===== src/rtl/fp_reduce_ctrl.sv =====
// fp_reduce_ctrl
//   Streaming max/min reduction over binary32 packets. Each packet arrives as
//   beats on a valid/ready stream. Every beat is folded into a running
//   extreme, and the packet produces one result beat.
//
//   Ports
//     clk, rst_n        single clock, asynchronous active-low reset
//     s_valid/s_ready   input stream handshake
//     s_data            binary32 operand
//     s_last            final beat of the packet
//     s_mode            0=max, 1=min; taken from the first beat only
//     m_valid/m_ready   result handshake
//     m_data            winning element (raw bits, unmodified)
//     m_count           number of elements folded into m_data
//     m_trunc           packet reached MAX_LEN without s_last
//     m_index           zero-based position of the winner
//                       (present only when FP_REDUCE_INDEX_EN is defined)
//
//   Optional feature macro: FP_REDUCE_INDEX_EN
module fp_reduce_ctrl #(
  parameter int MAX_LEN = 1024,
  parameter int CNT_W   = $clog2(MAX_LEN + 1)
) (
  input  logic             clk,
  input  logic             rst_n,
  input  logic             s_valid,
  output logic             s_ready,
  input  logic [31:0]      s_data,
  input  logic             s_last,
  input  logic             s_mode,
  output logic             m_valid,
  input  logic             m_ready,
  output logic [31:0]      m_data,
  output logic [CNT_W-1:0] m_count,
`ifdef FP_REDUCE_INDEX_EN
  output logic [CNT_W-1:0] m_index,
`endif
  output logic             m_trunc
);

  typedef enum logic [1:0] {IDLE, ACCUM, DONE} state_t;

  localparam logic [CNT_W-1:0] MAX_C = CNT_W'(MAX_LEN);

  state_t           state;
  logic [31:0]      acc;
  logic [CNT_W-1:0] cnt;
  logic             mode_q;
  logic [CNT_W-1:0] cnt_inc;
  logic             beat;
  logic             take;
`ifdef FP_REDUCE_INDEX_EN
  logic [CNT_W-1:0] idx;
`endif

  // a > b under sign-magnitude total order on raw bits.
  // NaN and Inf are ordered by bit pattern alone.
  function automatic logic fp_gt(input logic [31:0] a, input logic [31:0] b);
    if (a[31] != b[31]) return ~a[31];
    else if (!a[31])    return a[30:0] > b[30:0];
    else                return a[30:0] < b[30:0];
  endfunction

  assign beat    = s_valid && s_ready;
  assign cnt_inc = cnt + 1'b1;

  // The comparison is strict, so an identical value keeps the earlier element.
  always_comb begin
    take = 1'b0;
    if (mode_q) take = fp_gt(acc, s_data);
    else        take = fp_gt(s_data, acc);
  end

  // The accumulator and counter are already stable in DONE, so they drive
  // the result directly.
  assign m_data  = acc;
  assign m_count = cnt;
`ifdef FP_REDUCE_INDEX_EN
  assign m_index = idx;
`endif

  always_ff @(posedge clk or negedge rst_n) begin
    if (!rst_n) begin
      state   <= IDLE;
      s_ready <= 1'b0;
      m_valid <= 1'b0;
      m_trunc <= 1'b0;
      acc     <= '0;
      cnt     <= '0;
      mode_q  <= 1'b0;
`ifdef FP_REDUCE_INDEX_EN
      idx     <= '0;
`endif
    end else begin
      case (state)
        IDLE: begin
          // s_ready stays low through reset and rises on the first clock after.
          s_ready <= 1'b1;
          if (beat) begin
            acc     <= s_data;
            cnt     <= CNT_W'(1);
            mode_q  <= s_mode;
            m_trunc <= 1'b0;
`ifdef FP_REDUCE_INDEX_EN
            idx     <= '0;
`endif
            if (s_last) begin
              state   <= DONE;
              s_ready <= 1'b0;
              m_valid <= 1'b1;
            end else begin
              state   <= ACCUM;
            end
          end
        end
        ACCUM: begin
          if (beat) begin
            if (take) begin
              acc <= s_data;
`ifdef FP_REDUCE_INDEX_EN
              idx <= cnt;   // the new element sits at zero-based position cnt
`endif
            end
            cnt <= cnt_inc;
            if (s_last || cnt_inc == MAX_C) begin
              state   <= DONE;
              s_ready <= 1'b0;
              m_valid <= 1'b1;
              m_trunc <= ~s_last;
            end
          end
        end
        DONE: begin
          if (m_ready) begin
            state   <= IDLE;
            m_valid <= 1'b0;
            s_ready <= 1'b1;
          end
        end
        default: begin
          state   <= IDLE;
          s_ready <= 1'b0;
          m_valid <= 1'b0;
        end
      endcase
    end
  end

endmodule

===== config.mk =====
export PLATFORM = sky130hd
export DESIGN_NAME = fp_reduce_ctrl
export DESIGN_NICKNAME = d
export VERILOG_FILES = /design/src/rtl/fp_reduce_ctrl.sv
export SDC_FILE = /design/constraint.sdc
export NUM_CORES = 1
export LEC_CHECK = 0
export CELL_PAD_IN_SITES_DETAIL_PLACEMENT = 2
export CELL_PAD_IN_SITES_GLOBAL_PLACEMENT = 2
export CORE_ASPECT_RATIO = 2
export CORE_MARGIN = 1
export CORE_UTILIZATION = 30
export DETAILED_ROUTE_END_ITERATION = 10
export HOLD_SLACK_MARGIN = 0.1
export PLACE_DENSITY = 0.78
export SLEW_MARGIN = 0
export SYNTH_ARGS = -nofsm -noshare
export SYNTH_HDL_FRONTEND = slang
export SYNTH_SLANG_ARGS = --single-unit

===== constraint.sdc =====
create_clock -name clk -period 3.4 [get_ports clk]
set_input_delay 0.85 -clock clk [delete_from_list [all_inputs] [get_ports clk]]
set_output_delay 0.85 -clock clk [all_outputs]
set_load 0.05 [all_outputs]

Word level (Yosys, flattened, before mapping)
Cells that the tools add are included.
{"block": "word_totals", "regBits": 49, "in_bits": 38, "out_inout_bits": 46}
{"block": "classes", "add_sub_neg": 1, "order_cmp": 4, "eq_ne": 11, "n_mux": 34, "bitwise_logic": 3, "n_reduce_logical": 11}
{"op": "32-bit 2-to-1 mux", "n": 3}
{"op": "32-bit one-hot mux with 2 select lines", "n": 1}
{"op": "31-bit > comparator", "n": 2}
{"op": "31-bit less-than comparator", "n": 2}
{"op": "11-bit 2-to-1 mux", "n": 2}
{"op": "11-bit one-hot mux with 2 select lines", "n": 1}
{"op": "1-bit 2-to-1 mux", "n": 18}
{"op": "2-bit != test (second input constant)", "n": 6}
{"op": "4-bit AND reduction", "n": 3}
{"op": "11-bit by 1-bit adder with 11-bit output (second input constant)", "n": 1}
{"op": "11-bit equality test (second input constant)", "n": 1}
{"op": "2-bit 2-to-1 mux", "n": 5}
{"op": "1-bit one-hot mux with 3 select lines", "n": 2}
{"op": "2-bit one-hot mux with 3 select lines", "n": 1}
{"op": "3-bit AND reduction", "n": 2}
{"op": "5-bit AND reduction", "n": 1}
{"op": "1-bit NOT", "n": 3}
{"op": "2-bit by 1-bit equality test with 1-bit output (second input constant)", "n": 1}
{"op": "2-bit equality test (second input constant)", "n": 1}
{"op": "2-bit logical NOT", "n": 1}
{"op": "1-bit != test", "n": 2}
{"op": "1-bit one-hot mux with 2 select lines", "n": 1}
{"op": "2-bit AND reduction", "n": 1}
{"op": "2-bit nonzero test", "n": 1}
{"op": "other kinds (2)", "n": 2}

Depth between registers and ports, before layout
{"block": "logic_depth", "depth_word": 7, "ltp_mapped": 12, "depth_no_buf": 10}

Worst setup path before layout
No wires, ideal clock.
{"block": "synth_timing", "path_type": "input-to-reg", "from": "input port s_data[22]", "to": "register acc[0], in the netlist m_data[0]", "setup_ns": 0.125, "arrival_time_ns": 2.800, "required_time_ns": 3.275, "slack_ns": 0.475, "path_stages": 11, "cell_sequence": "ha_1 a21oi_1 o21ai_0 a221oi_1 o211a_1 a31o_1 o22ai_1 o21ba_1 buf_6 buf_12 mux2_4"}
{"block": "synth_between", "elab_chain_len": 6}
{"element": "start, declared", "line": "28", "rtl": "input logic [31:0] s_data,"}
{"element": "31-bit > comparator / 31-bit less-than comparator (equally long branches)", "line": "60, 61"}
{"element": "1-bit 2-to-1 mux", "line": "60", "rtl": "else if (!a[31]) return a[30:0] > b[30:0];"}
{"element": "1-bit 2-to-1 mux", "line": "59", "rtl": "if (a[31] != b[31]) return ~a[31];"}
{"element": "1-bit 2-to-1 mux *", "line": "70", "rtl": "if (mode_q) take = fp_gt(acc, s_data);"}
{"element": "2-bit != test (no line) *"}
{"element": "4-bit AND reduction (no line) *"}
{"element": "end signal, assigned", "line": "100", "rtl": "acc <= s_data;"}
{"element": "end signal, assigned", "line": "119", "rtl": "acc <= s_data;"}
{"element": "end, declared", "line": "46", "rtl": "logic [31:0] acc;"}
Every way passes the cells marked *; elsewhere a longest branch is shown, timed or not.
A chain may end at the register's enable or synchronous reset.

Worst setup path after layout
{"block": "layout_timing", "from": "input port s_data[4]", "to": "register acc[17], in the netlist m_data[17]"}
Same word-level chain as after synthesis.

==> summary.txt <==
Clock network
  • H-tree depth: 2
  • Clk Latency, worst-skew pair: roughly 0.30 ns
  • Bufs on Longest Clock Path: 2
  • Num CTS Buffers: 5
  • CTS tree: done
  • Clock edge transition at the registers on the reported setup and hold paths: 0.07 ns
  • Root buffer cell: clkbuf_16
  • CTS Sinks: 49
  • Hold_buf cts: 0

Routing
  • DRC: 0
  • Routed vias/inst: ~5
  • Drt total wl: 9980 µm
  • Vias: 2,655
  • WL/cell: 18.8 µm
  • Drt first pass iters: 4
  • DRT antenna net count: 0
  • Drt first-iter violations: 77

Finish
  • FILL cells: approximately 1,100
  • Most common cell after layout, fill and taps aside: clkdlybuf4s50_1
  • Area delta synth->final: 49.3%
  • Layout cells sized above 1: 22.0%
  • Most frequent cells in the layout: clkdlybuf4s50_1, dfrtp_1, inv_1
  • Area of the multi-input gates: 0.00189 mm²
  • Nets: 465
  • Diode count: 0
  • Storage element area: 0.00123 mm²
  • Post-route cell area: 0.00462 mm²

Critical path
  • Crit-path cells: clkdlybuf4s50_1, ha_4, a211oi_2, nor2_1, o31a_1, o21ai_2, a31o_1, o22ai_2, o21ba_4, buf_4, buf_12, mux2_4
  • Critical path type: in -> reg
  • CP arrival: 3.51 ns
  • CP max FO: 10
  • Slowest CP cell: clkdlybuf4s50_1
  • Required time worst endpoint: 3.58 ns
  • Reg2Reg Depth: 13
  • Max incr delay on CP: around 0.53 ns
  • Critical Path End Type: register
  • CP Launch Type: primary input

Place
  • Port Buf Inserts: 83
  • GPL Wtd Cong: ~0.75
  • Dpl hpwl: 7160 µm
  • Cell Area, Placed: roughly 0.0041 mm²

Timing
  • F_max: 300 MHz
  • Final Max Tran Viols: 0
  • Final Skew: 0.00857 ns
  • Worst Tran Pin Value: 0.695 ns
  • Final worst-path cycle share: 97.9%
  • Crit path time final: 3.33 ns
  • Min Hold Slack: 0.502 ns
  • Final Setup Violations: 0
  • Final Hold Vio Count: 0
  • Slew HR: 53.7%

Power and ir drop
  • Switching Share: ~25%
  • Peak supply drop: about 0.17 mV
  • Switching Power: around 0.31 mW
  • Pwr dens: between 200 and 300 mW/mm²
  • Flop pwr share: a little under half
  • Clk pwr share: 41.5%
  • Total power: 1.24 mW
  • Internal: 0.934 mW
  • Leakage: 2.14 nW
  • Logic pwr share: 11.7%

Synth
  • Area of the mapped netlist: 0.00309 mm²
  • Post-synth EDFFs: 0
  • Dominant synthesized flop cell: dfrtp_1
  • Fraction of registers with async set/reset: 100%
  • Post-synth cell types: 42
  • Cells after Synth: 296
  • Syn Area/Cell: 10.4 µm²
  • Syn_nets: between 300 and 400
  • Yosys reg bits: 49
  • Synth warn: 0
  • Sequential share of the synthesized area: about two fifths

GRT
  • Initial antenna violation count: 0
  • Largest net degree at the start of global routing: 30
  • GRT Overall Usage: 19.0%
  • Vias in the first global route: 2,976
  • First-pass GRT wire length: 15,400 µm
  • Grt total ovfl: 0

Floorplanning
  • Core Area: 0.0101 mm²
  • Die H: approximately 150 µm
  • Cell row count: 52
  • Die area: 0.0107 mm²
  • Die Wd: about 74 µm
  • Ports: 84
  • Starting density of the core: 30.7%

Flow run
  • Max-cap violations: 0

Hold path
  • Worst min-delay path category: in -> async

Status
  • Outcome: finished clean
## routing by layer
layer | GRT usage (%) | vias up | wire length (µm)
met5 | 0 | - | 0
met4 | 7.12 | 0 | 202
met3 | 3.81 | 13 | 404
met2 | 36.7 | 66 | 5770
met1 | 18.9 | 1337 | 3600
li1 | - | 1239 | -
## flip-flops by register name, indices dropped and copies added (netlist names)
register  flops
mode_q        1
s_ready       1
state         2
m_trunc       1
m_count      11
m_data       32
m_valid       1
## synthesized netlist by cell type, drive strengths merged, types with 2 or more instances
cell,instances,area [µm²]
nand2,32,120
o221ai,2,17.5
mux2,33,484
clkbuf,2,7.51
a21o,2,15.0
buf,7,85.1
a21oi,19,95.1
ha,32,400
a22o,3,26.3
nor4,4,25.0
nor2b,2,12.5
o31ai,4,30.0
o21a,2,15.0
inv,35,131
nand4,7,56.3
dfrtp,49,1230
and3,2,12.5
nor2,13,48.8
o21ai,13,65.1
nand2b,2,12.5
nor3,5,30.0
a211oi,2,15.0
nand3b,2,15.0
nand3,11,55.1
## final cells by class
type | instances | share of cell area (%)
flip-flops and latches | 49 | 26.6
well taps | 135 | 3.66
clock inverters | 3 | 0.488
repair buffers | 101 | 22.8
multi-input cells | 203 | 41.0
inverters | 35 | 2.84
clock buffers | 5 | 2.71
## path summary, 6_finish.rpt
path	startpoint	endpoint	slack, ns
setup / recovery	s_data[4]	m_data[17]$_DFFE_PN0P_	0.07
hold / removal	rst_n	s_ready$_DFFE_PN0P_	0.50
setup reg to reg	m_data[22]$_DFFE_PN0P_	m_data[17]$_DFFE_PN0P_	0.57
hold reg to reg	m_valid$_DFFE_PN0P_	m_valid$_DFFE_PN0P_	0.53
max in group asynchronous	rst_n	m_data[18]$_DFFE_PN0P_	2.10
min in group clk	m_valid$_DFFE_PN0P_	m_valid$_DFFE_PN0P_	0.53
## through the flow
stage | setup WS (ns) | utilization (%) | TNS (ns) | instances
5_1_grt | -0.0635 | 45.8 | -0.727 | 531
2_1_floorplan | 0.475 | - | 0 | 296
3_5_place_dp | -0.370 | 40.9 | -10.92 | 519
4_1_cts | -0.0121 | 43.2 | -0.0619 | 529
6_report | 0.0704 | 45.8 | 0 | 531
3_3_place_gp | -0.212 | 40.9 | -6.19 | 519
## worst max-delay path: cells and delay by family
kind                       cells  cell delay [ns]
buffers and inverters          3             0.80
adders and majority gates      1             0.23
muxes                          1             0.31
AOI/OAI and AO/OA              6             1.22
and+or+nand+nor                1             0.08
## kinds of logic after synthesis
family / share of synthesized area (%)
compound gates: 11.2
xor+xnor: 0.283
fa+ha+maj: 12.9
buf+inv: 7.24
flops: 39.6
mux: 15.7
simple gates: 13.0
## timing repair
| action | in CTS | in global routing |
|---|---|---|
| hold endpoints to repair | 0 | 0 |
| resized for setup | 7 | 36 |
| setup buffers | 1 | 2 |
| pin swaps | 4 | 22 |
| gates cloned | 1 | 0 |
| setup endpoints to repair | 22 | 32 |
## power by group through the flow
stage	sequential [mW]	combinational (mW)	clock, mW
global route	0.582	0.162	0.546
CTS	0.582	0.129	0.532
detailed placement	0.594	0.125	0
floorplan	0.594	0.0402	0
global placement	0.594	0.120	0
finish	0.582	0.146	0.516
Power figures use the tool's default switching activity.
